`src/rtl/cve2_pkg.sv`:
```
// Shared core package: types common to the bus-side blocks.
package cve2_pkg;

  typedef enum logic {
    ArbSrcInstr = 1'b0,
    ArbSrcData  = 1'b1
  } arb_src_e;

endpackage

```
`src/rtl/cve2_arb_src_fifo.sv`:
```
// Small FIFO of arbiter source IDs, one entry per granted-but-unanswered bus transfer.
module cve2_arb_src_fifo
  import cve2_pkg::*;
#(
  parameter int unsigned Depth = 2
) (
  input  logic     clk_i,
  input  logic     rst_ni,
  input  logic     push_i,
  input  arb_src_e wdata_i,
  input  logic     pop_i,
  output arb_src_e rdata_o,
  output logic     full_o,
  output logic     empty_o
);

  localparam int unsigned PtrW = (Depth > 1) ? $clog2(Depth) : 1;
  localparam int unsigned CntW = $clog2(Depth + 1);
  localparam logic [PtrW-1:0] LastPtr = PtrW'(Depth - 1);
  localparam logic [CntW-1:0] FullCnt = CntW'(Depth);

  arb_src_e        mem_q [Depth];
  logic [PtrW-1:0] wptr_q, rptr_q;
  logic [CntW-1:0] count_q, count_d;
  logic            do_push, do_pop;

  assign full_o  = (count_q == FullCnt);
  assign empty_o = (count_q == '0);
  assign do_push = push_i & ~full_o;
  assign do_pop  = pop_i & ~empty_o;
  assign rdata_o = mem_q[rptr_q];

  always_comb begin
    count_d = count_q;
    unique case ({do_push, do_pop})
      2'b10:   count_d = count_q + CntW'(1);
      2'b01:   count_d = count_q - CntW'(1);
      default: count_d = count_q;
    endcase
  end

  always_ff @(posedge clk_i or negedge rst_ni) begin
    if (!rst_ni) begin
      wptr_q  <= '0;
      rptr_q  <= '0;
      count_q <= '0;
    end else begin
      count_q <= count_d;
      if (do_push) wptr_q <= (wptr_q == LastPtr) ? '0 : wptr_q + PtrW'(1);
      if (do_pop)  rptr_q <= (rptr_q == LastPtr) ? '0 : rptr_q + PtrW'(1);
    end
  end

  // Storage needs no reset: entries are only read after being written.
  always_ff @(posedge clk_i) begin
    if (do_push) mem_q[wptr_q] <= wdata_i;
  end

endmodule

```
`src/rtl/cve2_mem_arbiter.sv`:
```
// Two-to-one OBI arbiter merging instruction fetch and load/store onto one bus port.
// Define CVE2_ARB_ROUND_ROBIN_EN for round-robin on contention instead of data-first priority.
module cve2_mem_arbiter
  import cve2_pkg::*;
#(
  parameter int unsigned MaxOutstanding = 2
) (
  input  logic        clk_i,
  input  logic        rst_ni,
  input  logic        instr_req_i,
  input  logic [31:0] instr_addr_i,
  output logic        instr_gnt_o,
  output logic        instr_rvalid_o,
  output logic [31:0] instr_rdata_o,
  output logic        instr_err_o,
  input  logic        data_req_i,
  input  logic        data_we_i,
  input  logic [3:0]  data_be_i,
  input  logic [31:0] data_addr_i,
  input  logic [31:0] data_wdata_i,
  output logic        data_gnt_o,
  output logic        data_rvalid_o,
  output logic [31:0] data_rdata_o,
  output logic        data_err_o,
  output logic        bus_req_o,
  output logic        bus_we_o,
  output logic [3:0]  bus_be_o,
  output logic [31:0] bus_addr_o,
  output logic [31:0] bus_wdata_o,
  input  logic        bus_gnt_i,
  input  logic        bus_rvalid_i,
  input  logic [31:0] bus_rdata_i,
  input  logic        bus_err_i,
  output logic        busy_o
);

  arb_src_e sel_src, prio_src, lock_src_q, fifo_head;
  logic     lock_q, sel_req, bus_grant, fifo_full, fifo_empty, fifo_pop;

`ifdef CVE2_ARB_ROUND_ROBIN_EN
  arb_src_e last_q;

  assign prio_src = (last_q == ArbSrcData) ? ArbSrcInstr : ArbSrcData;

  // Reset to "instr granted last" so data is preferred first.
  always_ff @(posedge clk_i or negedge rst_ni) begin
    if (!rst_ni)        last_q <= ArbSrcInstr;
    else if (bus_grant) last_q <= sel_src;
  end
`else
  assign prio_src = ArbSrcData;
`endif

  always_comb begin
    sel_src = ArbSrcInstr;
    if (lock_q)                         sel_src = lock_src_q;
    else if (data_req_i && instr_req_i) sel_src = prio_src;
    else if (data_req_i)                sel_src = ArbSrcData;
  end

  always_comb begin
    sel_req     = instr_req_i;
    bus_we_o    = 1'b0;
    bus_be_o    = 4'hF;
    bus_addr_o  = instr_addr_i;
    bus_wdata_o = '0;
    if (sel_src == ArbSrcData) begin
      sel_req     = data_req_i;
      bus_we_o    = data_we_i;
      bus_be_o    = data_be_i;
      bus_addr_o  = data_addr_i;
      bus_wdata_o = data_wdata_i;
    end
  end

  // Qualified by rst_ni so handshake outputs stay quiet while reset is held.
  assign bus_req_o   = rst_ni & sel_req & ~fifo_full;
  assign bus_grant   = bus_req_o & bus_gnt_i;
  assign instr_gnt_o = bus_grant & (sel_src == ArbSrcInstr);
  assign data_gnt_o  = bus_grant & (sel_src == ArbSrcData);

  assign fifo_pop       = rst_ni & bus_rvalid_i & ~fifo_empty;
  assign instr_rvalid_o = fifo_pop & (fifo_head == ArbSrcInstr);
  assign data_rvalid_o  = fifo_pop & (fifo_head == ArbSrcData);
  assign instr_rdata_o  = bus_rdata_i;
  assign data_rdata_o   = bus_rdata_i;
  assign instr_err_o    = bus_err_i;
  assign data_err_o     = bus_err_i;

  assign busy_o = lock_q | ~fifo_empty;

  always_ff @(posedge clk_i or negedge rst_ni) begin
    if (!rst_ni) begin
      lock_q     <= 1'b0;
      lock_src_q <= ArbSrcInstr;
    end else if (bus_grant) begin
      lock_q <= 1'b0;
    end else if (bus_req_o) begin
      lock_q     <= 1'b1;
      lock_src_q <= sel_src;
    end
  end

  cve2_arb_src_fifo #(
    .Depth (MaxOutstanding)
  ) u_src_fifo (
    .clk_i   (clk_i),
    .rst_ni  (rst_ni),
    .push_i  (bus_grant),
    .wdata_i (sel_src),
    .pop_i   (fifo_pop),
    .rdata_o (fifo_head),
    .full_o  (fifo_full),
    .empty_o (fifo_empty)
  );

  rvalid_without_outstanding_a : assert property (
    @(posedge clk_i) disable iff (!rst_ni) bus_rvalid_i |-> !fifo_empty
  );

endmodule
```
`config.mk`:
```
export PLATFORM = sky130hd
export DESIGN_NAME = cve2_mem_arbiter
export DESIGN_NICKNAME = d
export VERILOG_FILES = /design/src/rtl/cve2_pkg.sv /design/src/rtl/cve2_arb_src_fifo.sv /design/src/rtl/cve2_mem_arbiter.sv
export SDC_FILE = /design/constraint.sdc
export NUM_CORES = 1
export LEC_CHECK = 0
export ABC_CLOCK_PERIOD_IN_PS = 1900
export BUFFER_PORTS_ARGS = -buffer_cell sky130_fd_sc_hd__clkbuf_2
export CAP_MARGIN = 10
export CORE_AREA = 5 5 107 109
export CTS_CLUSTER_DIAMETER = 50
export DETAILED_ROUTE_END_ITERATION = 12
export DIE_AREA = 0 0 112 114
export SYNTH_ARGS = -nofsm -noshare
export SYNTH_HDL_FRONTEND = slang
export SYNTH_SLANG_ARGS = --single-unit
```
`constraint.sdc`:
```
create_clock -name clk_i -period 1.9 [get_ports clk_i]
set_input_delay 0.19 -clock clk_i [delete_from_list [all_inputs] [get_ports clk_i]]
set_output_delay 0.19 -clock clk_i [all_outputs]
set_load 0.02 [all_outputs]
```
Yosys cells after proc, flatten, opt, wreduce, memory -nomap -nowiden
Memories as Yosys holds them, arrays and structs flattened. Index checks and enable logic that the tools add are counted.

Bits in registers: 6. RAM bits: 2. Bits of input ports: 140. Word-level logic and storage cells: 50. Memories kept: 1.

Add/subtract/negate cells: 4. Eq/ne operators: 3. Muxes and demuxes: 15. Bitwise operators: 17. Reduce and logical (&&, ||, !) cells: 5.

Memories: u_src_fifo.mem_q (words 2, bits a word 1, read ports 1, clocked after Yosys merged registers in 0, write ports 1, line cve2_arb_src_fifo.sv:22) `arb_src_e mem_q [Depth];`.

Operator list (number): $mux W32 (2); $and A1 B1 Y1 (11); $mux W1 (11); $not A1 Y1 (5); $eq A2 B2 Y1 const B (2); $mux W4 (1); $pmux W2 S2 (1); $reduce_bool A2 Y1 (2); $add A1 B1 Y1 const B (2); $add A2 B1 Y2 const B (1); $eq A2 B1 Y1 const B (1); $logic_not A2 Y1 (1); $reduce_and A2 Y1 (1); $sub A2 B1 Y2 const B (1); $logic_and A1 B1 Y1 (1); $or A1 B1 Y1 (1).

Depth between registers and ports, before layout
Gate-level depths: netlist of run 1.

Word-level depth: 10. Mapped depth: 7. Mapped depth without buffers: 7.

Hierarchy
A second synthesis of run 1 with hierarchy kept.

Cell total of the unflattened synthesis: 188. Area total of the unflattened synthesis: 1737.9 µm².

Modules (own cells, without submodules): cve2_mem_arbiter (instances 1, cells an instance 167, area each 1470.2 µm²); cve2_arb_src_fifo (instances 1, cells an instance 21, area each 267.8 µm²).

Worst setup path after synthesis of run 1
No wires, ideal clock.

Kind: reg2reg. Start: register lock_q. End: register u_src_fifo.count_q[1]. Library setup time: 79 ps. Arrival time: 1601 ps. Required time: 1821 ps. Slack: 220 ps. Cell stages (with the launch flop): 7. Clock period less this slack: 1680 ps. Cells stage by stage: dfrtp_1 mux2i_4 inv_4 o2111ai_4 ha_1 nor2_1 xor2_1.

Longest elaborated chain between the ends: 8. Elaborated cells between the ends (all ways): 10. Those cells by class: eq/ne (2); mux (3); bitwise (4); reduce/logical (1).

Ends and longest elaborated chain: from (decl) (line cve2_mem_arbiter.sv:38) `logic lock_q, sel_req, bus_grant, fifo_full, fifo_empty, fifo_pop;`; from (signal assigned) (line cve2_mem_arbiter.sv:94) `lock_q <= 1'b0;`; from (signal assigned) (line cve2_mem_arbiter.sv:97) `lock_q <= 1'b0;`; from (signal assigned) (line cve2_mem_arbiter.sv:99) `lock_q <= 1'b1;`; $mux W1 * (line cve2_mem_arbiter.sv:56) `if (lock_q) sel_src = lock_src_q;`; $mux W1 * (line cve2_mem_arbiter.sv:67) `if (sel_src == ArbSrcData) begin`; $and A1 B1 Y1 * (2 in series) (line cve2_mem_arbiter.sv:77) `assign bus_req_o = rst_ni & sel_req & ~fifo_full;`; $and A1 B1 Y1 * (line cve2_mem_arbiter.sv:78) `assign bus_grant = bus_req_o & bus_gnt_i;`; $and A1 B1 Y1 * (line cve2_arb_src_fifo.sv:29) `assign do_push = push_i & ~full_o;`; $eq A2 B1 Y1 or $eq A2 B2 Y1 (tied branches) (line cve2_arb_src_fifo.sv:35) `unique case ({do_push, do_pop})`; $pmux W2 S2 or $reduce_bool A2 Y1 (tied branches); to (signal assigned) (line cve2_arb_src_fifo.sv:48) `count_q <= count_d;`; to (decl) (line cve2_arb_src_fifo.sv:24) `logic [CntW-1:0] count_q, count_d;`.

Every way passes the cells marked *; elsewhere a longest branch is shown, timed or not. A chain may end at the register's enable or synchronous reset.

Final worst setup path of run 1
Start: register lock_q. End: output bus_we_o.

Longest elaborated chain between the ends: 2.

Ends and longest elaborated chain: $mux W1 (line cve2_mem_arbiter.sv:56); $mux W1 (line cve2_mem_arbiter.sv:67); to (decl) (line cve2_mem_arbiter.sv:26) `output logic bus_we_o,`.

No other way between the ends.

==> out/results.txt, run 1 <==
die area -> 0.0128 mm^2
IO buf count -> 181
Synth Flop Type -> dfrtp_1
Die H -> 114 um
initial cell density of the core -> 15.1%
Post-synth EDFFs -> 2
Setup crit end -> bus_we_o
commonest non-fill, non-tap cell in the layout -> clkbuf_2
final net count -> 505
buffer and inverter count on the worst path -> 3
DRC marker count from the first detailed-route iteration -> 44
crit-path max FO -> 22
Leak -> 1.38 nW
CP max stage delay -> 430 ps
CP required -> 1710 ps
crit path launch -> lock_q$_DFFE_PN0P_
Reg-to-Reg End -> u_src_fifo.count_q[1]$_DFFE_PN0P_
drt pass-1 iters -> 4
maximum vdd drop -> 0.527 mV
Final Cycle Share -> 94.0%
Final GP Congestion -> 0.743
slowest cell on the critical path -> dfrtp_1
first-pass GRT wire length -> 9530 um
final routed DRC violation total -> 0
Area Growth Syn to Fin -> 40.7%
RSZ-0062 raised after global routing -> false
final hold vios -> 0
Layout fillers -> 1209
Max Fclk -> 0.560 GHz
worst reg2reg path depth -> 6
crit-path leading delay family -> buffers and inverters
Worst setup EP type -> output port
WP data arrival -> 1600 ps
clock skew -> 3.55 ps
Root Buffer -> clkbuf_8
crit-path cells -> mux2i_4 > inv_4 > buf_4 > and2_1 > clkbuf_2
vias in the first global route -> 1799
Core ar. -> 0.0105 mm^2
WL final -> 6510 um
FP Rows -> 38
critical setup path kind -> reg -> out
vias per cell -> 3.65
total CTS buffers -> 3
Netlist Area Pre-Place -> 0.00159 mm^2
reg2reg setup slack -> 200 ps
sequential fraction of the synthesis area -> 13.2%
Pwr Density -> 1470 mW/mm^2
minimum clock period -> 1790 ps
FF+latch count, synth -> 8
Worst R2R Start -> lock_q$_DFFE_PN0P_
Final ANT Viol Nets -> 0
Net Count, Synth -> 388
most frequent cells in the layout -> clkbuf_2, nand2_1, and2_1
largest net degree at the start of global routing -> 29
worst slew pin tran -> 237 ps
Fin Setup TNS -> 0 ps
CTS tree -> built
YS warnings -> 0
layout cells sized above 1 -> 53.2%
post-synthesis cell type count -> 27
CTS Buffer Depth -> 2
Post-Route Utilization -> 21.3%
footprint of the multi-input gates -> 830 um^2
Startpoint Class -> flip-flop
via count -> 1842
hold crit path type -> in -> async
io pins -> 281
# H-tree levels -> 1
Max Cap Viol -> 0
hpwl dp -> 5810 um
clock latency on the worst-skew pair -> 230 ps
Final setup viols -> 0
status -> finished, final reports clean
wire per inst -> 12.9 um
Reg area -> 210 um^2
Pins Over Slew Limit -> 0
CTS sink cnt -> 8
GRT Util Overall -> 9.27%
Max-slew headroom -> 84.2%
remaining global-route overflow -> 0
initial antenna violation count -> 1
mean area per synthesized cell -> 6.43 um^2
clock-pin transition on the worst setup and hold timing paths -> 40 ps
Crit path depth -> 5
cell count after synthesis -> 247
ys async rst share -> 75.0%
Die X -> 112 um
-- registers in the layout, summed over array words and instances (netlist names) --
| signal | cells |
|---|---|
| u_src_fifo.count_q | 2 |
| u_src_fifo.mem_q | 2 |
| lock_q | 1 |
| lock_src_q | 1 |
| u_src_fifo.rptr_q | 1 |
| u_src_fifo.wptr_q | 1 |
-- per-layer routing --
layer | GRT usage (%) | vias up | wire length [um]
li1 | - | 922 | -
met1 | 12.5 | 766 | 2770
met2 | 14.7 | 136 | 2920
met3 | 2.97 | 16 | 748
met4 | 1.68 | 2 | 72
met5 | 0 | - | 7
-- cell usage after synthesis, types with 2 or more instances --
library cell	n	share of area, %
buf_2	5	1.6
nand2_1	96	23
buf_4	66	31
nor2_1	4	0.94
nor2b_1	2	0.79
and3_1	3	1.2
and2_1	34	13
clkbuf_1	5	1.2
xnor2_1	4	2.2
edfxtp_1	2	3.8
nand2b_1	5	2.0
dfrtp_1	6	9.4
-- cell families (layout without fill, tap and decap cells) --
kind of cell / Yosys count / count (layout) / synth area share, %
other: 0 / 1 / 0
adder cells (fa/ha/maj): 1 / 1 / 0.787
flip-flops: 8 / 8 / 13.2
multiplexers: 2 / 2 / 2.05
AO/OA/AOI/OAI: 5 / 5 / 3.86
buffers and inverters: 78 / 194 / 34.6
AND/OR/NAND/NOR: 148 / 148 / 42.8
XOR/XNOR: 5 / 5 / 2.76
-- final cells by class --
| cell class | count | area share (%) |
|---|---|---|
| repair buffers | 188 | 43.1 |
| multi-input cells | 161 | 37.1 |
| flip-flops and latches | 8 | 9.40 |
| well taps | 140 | 7.83 |
| clock buffers | 4 | 2.01 |
| inverters | 2 | 0.448 |
| diodes | 1 | 0.112 |
-- how the worst min path moves through the flow --
| stage | to | startpoint | depth (start not counted) |
|---|---|---|---|
| final | lock_src_q$_DFFE_PN0P_ | rst_ni | 2 |
| after global routing | lock_src_q$_DFFE_PN0P_ | rst_ni | 2 |
| after CTS | lock_src_q$_DFFE_PN0P_ | bus_gnt_i | 3 |
| after detailed placement | u_src_fifo.wptr_q$_DFFE_PN0P_ | rst_ni | 1 |
| after global placement | u_src_fifo.wptr_q$_DFFE_PN0P_ | rst_ni | 1 |
| after floorplan | lock_q$_DFFE_PN0P_ | rst_ni | 0 |
-- metrics by stage --
stage	instance area, um^2	worst slack [ps]	total power [mW]	hold WS [ps]	cells
after floorplan	1590	220	2.33	-106	247
after global placement	2180	221	3.10	62.5	498
after detailed placement	2180	191	3.11	61.5	498
after CTS	2230	82.7	3.34	347	503
after global routing	2230	1.04	3.60	359	503
final	2240	115	3.28	350	504
-- repair_timing --
item | CTS | global route
hold buffers | 1 | 0
setup buffers | 0 | 0
endpoints found under the setup margin | 0 | 3
hold endpoints to repair | 6 | 0
resized for setup | 0 | 2
-- report_power, final --
part	switching [mW]	total, mW	internal (mW)
Clock	0.0694	0.215	0.146
Sequential	0.0836	0.343	0.259
Combinational	1.77	2.72	0.952
Power figures use the tool's default switching activity.
==> run 2: changes to the inputs <==
- BUFFER_PORTS_ARGS: -buffer_cell sky130_fd_sc_hd__clkbuf_2 -> not set
- CORE_AREA: 5 5 107 109 -> 5 5 105 107
- DIE_AREA: 0 0 112 114 -> 0 0 110 112
- DONT_BUFFER_PORTS: not set -> 1
==> run 2 against run 1 <==
Cell count shrank 36%. Clock skew shrank 2.8 ps. Utilization shrank 7.5 points. Non-clock buffer count shrank 178. Global-route usage shrank 0.69 points. Setup slack gained 21 ps. Combinational power shrank 17%. Register-to-register slack lost 60 ps. Flip-flop and latch count is the same. Critical endpoint is now instr_gnt_o. Largest cell class is now multi-input combinational cells.
==> out/results.txt, run 2 (synthesis results as in run 1) <==
RSZ-0062 raised after global routing -> false
minimum clock period -> 1760 ps (-20.6 ps)
Pwr Total -> 2.83 mW (-14%)
final net count -> 327 (-35%)
Final setup viols -> 0 (unchanged)
die area -> 0.0123 mm^2 (-3.5%)
Pwr Density -> 2030 mW/mm^2 (+39%)
P_int -> 1.02 mW (-25%)
Fin Hold WS -> 182 ps (-168 ps)
CTS sink cnt -> 8 (unchanged)
via count -> 1291 (-30%)
Largest regs -> u_src_fifo.count_q: 2 flops, u_src_fifo.mem_q: 2 flops
vias in the first global route -> 1383 (-23%)
drt pass-1 iters -> 4 (unchanged)
crit-path max FO -> 34 (+55%)
Net Switching -> 1.80 mW (-6.1%)
DRC marker count from the first detailed-route iteration -> 33 (-25%)
Final Cycle Share -> 92.9% (-1.1 points)
CTS Buffer Depth -> 2 (unchanged)
IO buf count -> 0 (-100%)
layout cells sized above 1 -> 8.65% (-45 points)
crit-path leading delay family -> buffers and inverters
wire per inst -> 18.9 um (+46%)
remaining global-route overflow -> 0 (unchanged)
initial cell density of the core -> 15.8% (+0.70 points)
vias per cell -> 4.02 (+10%)
CP max stage delay -> 410 ps (-20 ps)
GRT Util Overall -> 8.57% (-0.69 points)
first-pass GRT wire length -> 7930 um (-17%)
Switching Share -> 63.8% (+5.2 points)
Max-slew headroom -> 72.8% (-11 points)
Fin Setup TNS -> 0 ps (unchanged)
initial antenna violation count -> 0 (-1)
Clk pwr share -> 7.7% (+1.1 points)
crit-path cells -> mux2i_4 > buf_8 > and4_1 > buf_4
WP data arrival -> 1570 ps (-30 ps)
final routed DRC violation total -> 0 (unchanged)
Max Fclk -> 0.567 GHz (+1.2%)
Pins Over Slew Limit -> 0 (unchanged)
Layout fillers -> 1156 (-4.4%)
slowest cell on the critical path -> dfrtp_2
status -> finished, final reports clean
clock skew -> 0.746 ps (-2.81 ps)
Placement Cell Area -> 0.00129 mm^2 (-41%)
critical setup path kind -> reg -> out
clock latency on the worst-skew pair -> 230 ps (about the same)
post-route cell area -> 0.00139 mm^2 (-38%)
commonest non-fill, non-tap cell in the layout -> nand2_1
Root Buffer -> clkbuf_8
n_diodes -> 0 (-1)
most frequent cells in the layout -> nand2_1, and2_1, buf_4
register share of total power -> 12.3% (+1.8 points)
Die H -> 112 um (-1.8%)
Die X -> 110 um (-1.8%)
Area Growth Syn to Fin -> -12.6%
largest net degree at the start of global routing -> 66 (+130%)
hold crit path type -> in -> reg
CP required -> 1710 ps (about the same)
CTS tree -> built
buffer and inverter count on the worst path -> 2 (-1)
Final ANT Viol Nets -> 0 (unchanged)
Startpoint Class -> flip-flop
worst slew pin tran -> 406 ps (+170 ps)
Worst setup EP type -> output port
clock-pin transition on the worst setup and hold timing paths -> 40 ps (about the same)
io pins -> 281 (unchanged)
maximum vdd drop -> 0.447 mV (-15%)
FP Rows -> 37 (-2.6%)
hpwl dp -> 5010 um (-14%)
final hold vios -> 0 (unchanged)
Leak -> 0.651 nW (-53%)
# H-tree levels -> 1 (unchanged)
Comb pwr share -> 80.0% (-3.0 points)
Final GP Congestion -> 0.764 (+2.7%)
total CTS buffers -> 3 (unchanged)
Core ar. -> 0.0100 mm^2 (-4.4%)
Max Cap Viol -> 0 (unchanged)
WL final -> 6050 um (-7.0%)
run 2: cell count changes in the layout (fill, tap and decap cells not counted), sizes merged:
cell | previous run | this run
clkbuf | 185 | 5
diode | 1 | 0
buf | 6 | 8
run 2: metrics by stage:
| stage | worst slack, ps | utilization (%) | instances |
|---|---|---|---|
| after floorplan | 220 | - | 247 |
| after global placement | 215 | 12.9 | 315 |
| after detailed placement | 131 | 12.9 | 315 |
| after CTS | 24.5 | 13.5 | 320 |
| after global routing | 40.0 | 13.8 | 321 |
| final | 135 | 13.8 | 321 |
run 2: area by class of cell:
| class | count | area [um^2] | area share [%] |
|---|---|---|---|
| multi-input combinational | 161 | 830 | 59.7 |
| tap | 136 | 170 | 12.3 |
| sequential | 8 | 211 | 15.2 |
| clock buffer | 4 | 45.0 | 3.24 |
| timing repair buffer | 10 | 123 | 8.83 |
| inverter | 2 | 10.0 | 0.721 |
run 2: what timing repair did:
action | in CTS | in global routing
endpoints found under the hold margin | 6 | 0
endpoints found under the setup margin | 5 | 47
hold buffers | 1 | 0
buffers inserted | 0 | 0
cloned | 0 | 1
gates resized for setup | 1 | 4
run 2: path summary, 6_finish.rpt:
| path | startpoint | to | slack (ps) | cells after the start |
|---|---|---|---|---|
| min in group asynchronous | rst_ni | u_src_fifo.rptr_q$_DFFE_PN0P_ | 280 | 1 |
| worst min register to register | u_src_fifo.rptr_q$_DFFE_PN0P_ | u_src_fifo.rptr_q$_DFFE_PN0P_ | 490 | 1 |
| worst max register to register | lock_q$_DFFE_PN0P_ | u_src_fifo.count_q[1]$_DFFE_PN0P_ | 140 | 6 |
| worst min-delay path | rst_ni | lock_src_q$_DFFE_PN0P_ | 180 | 2 |
| worst max-delay path | lock_q$_DFFE_PN0P_ | instr_gnt_o | 140 | 4 |
| max in group asynchronous | rst_ni | lock_q$_DFFE_PN0P_ | 1370 | 1 |
run 2: per-layer routing:
metal	vias up	GRT usage [%]	part of all wire (%)
met5	-	0	0
met4	0	3.08	1.8
met3	18	2.67	12
met2	146	16.5	55
met1	557	8.31	32
li1	570	-	-
run 2: worst register-to-register path, cell delays in order (launching register included):
cell and delay (ps):
dfrtp_2 410, mux2i_4 300, inv_4 130, o2111ai_4 250, ha_1 300, nor2_1 140
xor2_1 160
run 2: power groups by stage:
stage               Combinational [mW]  Clock, mW  Sequential, mW
floorplan                         2.01          0           0.327
global placement                  2.14          0           0.342
detailed placement                2.16          0           0.348
CTS                               2.18      0.221           0.346
global route                      2.51      0.226           0.358
finish                            2.26      0.219           0.347
==> run 3: changes to the inputs <==
- ABC_AREA: not set -> 1
==> run 3 against run 2 <==
Hold slack worse by 16 ps. First-iteration DRC count up 140%. Clock-buffer cell count is the same. Clock skew increased by 1.9 ps. Largest power group unchanged. Maximum frequency down 0.78%. Sequential power decreased by 12%.
==> out/results.txt, run 3 <==
n_diodes -> 0 (unchanged)
M1 WL -> 2190 um (+15%)
vias in the first global route -> 1267 (-8.4%)
Max Fclk -> 0.562 GHz (-0.78%)
post-CTS resize count -> 0 (-1)
register share of total power -> 12.2% (about the same)
CP required -> 1710 ps (about the same)
Startpoint Class -> flip-flop
clock-pin transition on the worst setup and hold timing paths -> 50 ps (about the same)
Leak -> 1.01 nW (+55%)
CTS tree -> built
IO buf count -> 0 (unchanged)
wire per inst -> 13.5 um (-28%)
Post-Route Utilization -> 16.1% (+2.3 points)
pre-CTS setup slack -> 240 ps (+109 ps)
commonest non-fill, non-tap cell in the layout -> nand2_1
Largest regs -> u_src_fifo.count_q: 2 flops, u_src_fifo.mem_q: 2 flops
sequential fraction of the synthesis area -> 12.8% (-0.44 points)
Placement Cell Area -> 0.00157 mm^2 (+21%)
post-route cell area -> 0.00162 mm^2 (+17%)
remaining global-route overflow -> 0 (unchanged)
Worst setup EP type -> output port
layout cells sized above 1 -> 17.6% (+8.9 points)
Yosys top cell by area -> buf_4
Fin Hold WS -> 166 ps (-15.8 ps)
Setup Buffers After CTS -> 0 (unchanged)
WP data arrival -> 1590 ps (+20 ps)
Final GP Congestion -> 0.794 (+3.9%)
Root Buffer -> clkbuf_8
CP max stage delay -> 400 ps (about the same)
Pwr Total -> 2.50 mW (-12%)
DRC marker count from the first detailed-route iteration -> 79 (+140%)
Pins Over Slew Limit -> 0 (unchanged)
hold crit path type -> in -> reg
Inst Count DP -> 393 (+25%)
Netlist Area Pre-Place -> 0.00164 mm^2 (+3.5%)
Die H -> 112 um (unchanged)
status -> finished, final reports clean
Post-synth EDFFs -> 2 (unchanged)
clock latency on the worst-skew pair -> 230 ps (about the same)
ys async rst share -> 75.0% (unchanged)
RSZ-0062 raised after global routing -> false
CTS sink cnt -> 8 (unchanged)
Final Cycle Share -> 93.6% (+0.73 points)
Switching Share -> 61.3% (-2.5 points)
Final ANT Viol Nets -> 0 (unchanged)
Clk pwr share -> 8.9% (+1.2 points)
worst reg2reg path depth -> 8 (+2)
max layer used -> met4
Net Switching -> 1.53 mW (-15%)
met3 wire length -> 526 um (-27%)
Core ar. -> 0.0100 mm^2 (unchanged)
FP Rows -> 37 (unchanged)
CTS Buffer Depth -> 2 (unchanged)
drt pass-1 iters -> 4 (unchanged)
minimum clock period -> 1780 ps (+13.8 ps)
initial antenna violation count -> 0 (unchanged)
Hold Crit Depth -> 2 (unchanged)
Max-slew headroom -> 72.8% (about the same)
clock skew -> 2.62 ps (+1.88 ps)
# H-tree levels -> 1 (unchanged)
P_int -> 967 uW (-5.4%)
final net count -> 404 (+24%)
final hold vios -> 0 (unchanged)
vias per cell -> 3.56 (-11%)
top cells by area, synth -> buf_4, nand2_1, inv_1
Die X -> 110 um (unchanged)
most frequent cells in the layout -> nand2_1, inv_1, nor2_1
post-synthesis cell type count -> 24 (-11%)
io pins -> 281 (unchanged)
cell count after synthesis -> 295 (+19%)
top cell type's share of synthesized area -> 31.5% (+0.33 points)
fin cells -> 398 (+24%)
worst slew pin tran -> 406 ps (-0.370 ps)
Final setup viols -> 0 (unchanged)
Post-synth top cells -> nand2_1, buf_4, inv_1
hpwl dp -> 4500 um (-10%)
total CTS buffers -> 3 (unchanged)
slowest cell on the critical path -> dfrtp_1
crit-path max FO -> 5 (-85%)
crit path setup slack, layout -> 122 ps (-13.8 ps)
Area Growth Syn to Fin -> -1.45%
Net Count, Synth -> 436 (+12%)
most frequent cell after synthesis -> nand2_1
CTS Hold Bufs -> 1 (unchanged)
via count -> 1417 (+9.8%)
mean area per synthesized cell -> 5.57 um^2 (-13%)
die area -> 0.0123 mm^2 (unchanged)
Pwr Density -> 1540 mW/mm^2 (-24%)
Max Cap Viol -> 0 (unchanged)
Fin Setup TNS -> 0 ps (unchanged)
GRT Util Overall -> 7.21% (-1.4 points)
YS warnings -> 0 (unchanged)
initial cell density of the core -> 16.4% (+0.55 points)
crit-path cells -> inv_1 > nand2_2 > nand3b_1 > nand3_2 > buf_4 > nor2_1
first-pass GRT wire length -> 7010 um (-12%)
Comb pwr share -> 78.9% (-1.1 points)
WL final -> 5370 um (-11%)
maximum vdd drop -> 0.414 mV (-7.3%)
largest net degree at the start of global routing -> 38 (-42%)
met2 WL post-DR -> 2450 um (-26%)
Synth Flop Type -> dfrtp_1
final routed DRC violation total -> 0 (unchanged)
FF+latch count, synth -> 8 (unchanged)
critical setup path kind -> reg -> out
## run 3: changes by cell type after synthesis, moves of 3 or more
| cell | previous run | this run |
|---|---|---|
| nand3_1 | 0 | 4 |
| nor2_1 | 4 | 37 |
| clkbuf_1 | 5 | 0 |
| nand2_1 | 96 | 107 |
| and3_1 | 3 | 0 |
| buf_4 | 66 | 69 |
| nand2b_1 | 5 | 0 |
| or2_1 | 0 | 4 |
| and2_1 | 34 | 1 |
| inv_1 | 1 | 43 |
## run 3: path summary, 6_finish.rpt
check	start	end	slack (ps)
worst min-delay path	bus_gnt_i	u_src_fifo.wptr_q$_DFFE_PN0P_	170
worst max register to register	lock_q$_DFFE_PN0P_	u_src_fifo.count_q[1]$_DFFE_PN0P_	230
max in group asynchronous	rst_ni	u_src_fifo.wptr_q$_DFFE_PN0P_	1400
worst max-delay path	lock_q$_DFFE_PN0P_	instr_gnt_o	120
min in group asynchronous	rst_ni	u_src_fifo.count_q[1]$_DFFE_PN0P_	270
worst min register to register	u_src_fifo.wptr_q$_DFFE_PN0P_	u_src_fifo.wptr_q$_DFFE_PN0P_	470
## run 3: logic make-up (layout without fill, tap and decap cells)
family	Yosys count	after routing	share of synthesized area, %
xor+xnor	3	3	1.60
mux	1	1	0.609
buf+inv	120	87	44.1
simple gates	160	160	39.6
compound gates	2	2	0.608
flops	8	8	12.8
fa+ha+maj	1	1	0.761
## run 3: layout make-up
cell class / instances / area [um^2]
clock buffer: 4 / 45.0
fill: 1148 / 8430
inverter: 44 / 165
multi-input combinational: 167 / 709
sequential: 8 / 210
tap: 136 / 170
timing repair buffer: 39 / 320
## run 3: metal layers
metal | up-vias | track usage, %
met3 | 24 | 2.09
met1 | 604 | 9.91
met4 | 0 | 3.99
li1 | 716 | -
met2 | 73 | 9.91
met5 | - | 0
## run 3: worst max-delay path, delay by kind of cell (launching register included)
family,cells,cell delay [ps]
DFF,1,400
and+or+nand+nor,4,710
buffers and inverters,2,250
## run 3: power groups by stage
stage                     logic, mW  registers, mW  clock network, mW
after floorplan                1.69          0.298                  0
after global placement         1.99          0.305                  0
after detailed placement       1.99          0.306                  0
after CTS                      2.00          0.305              0.224
after global routing           2.16          0.313              0.233
final                          1.97          0.306              0.222
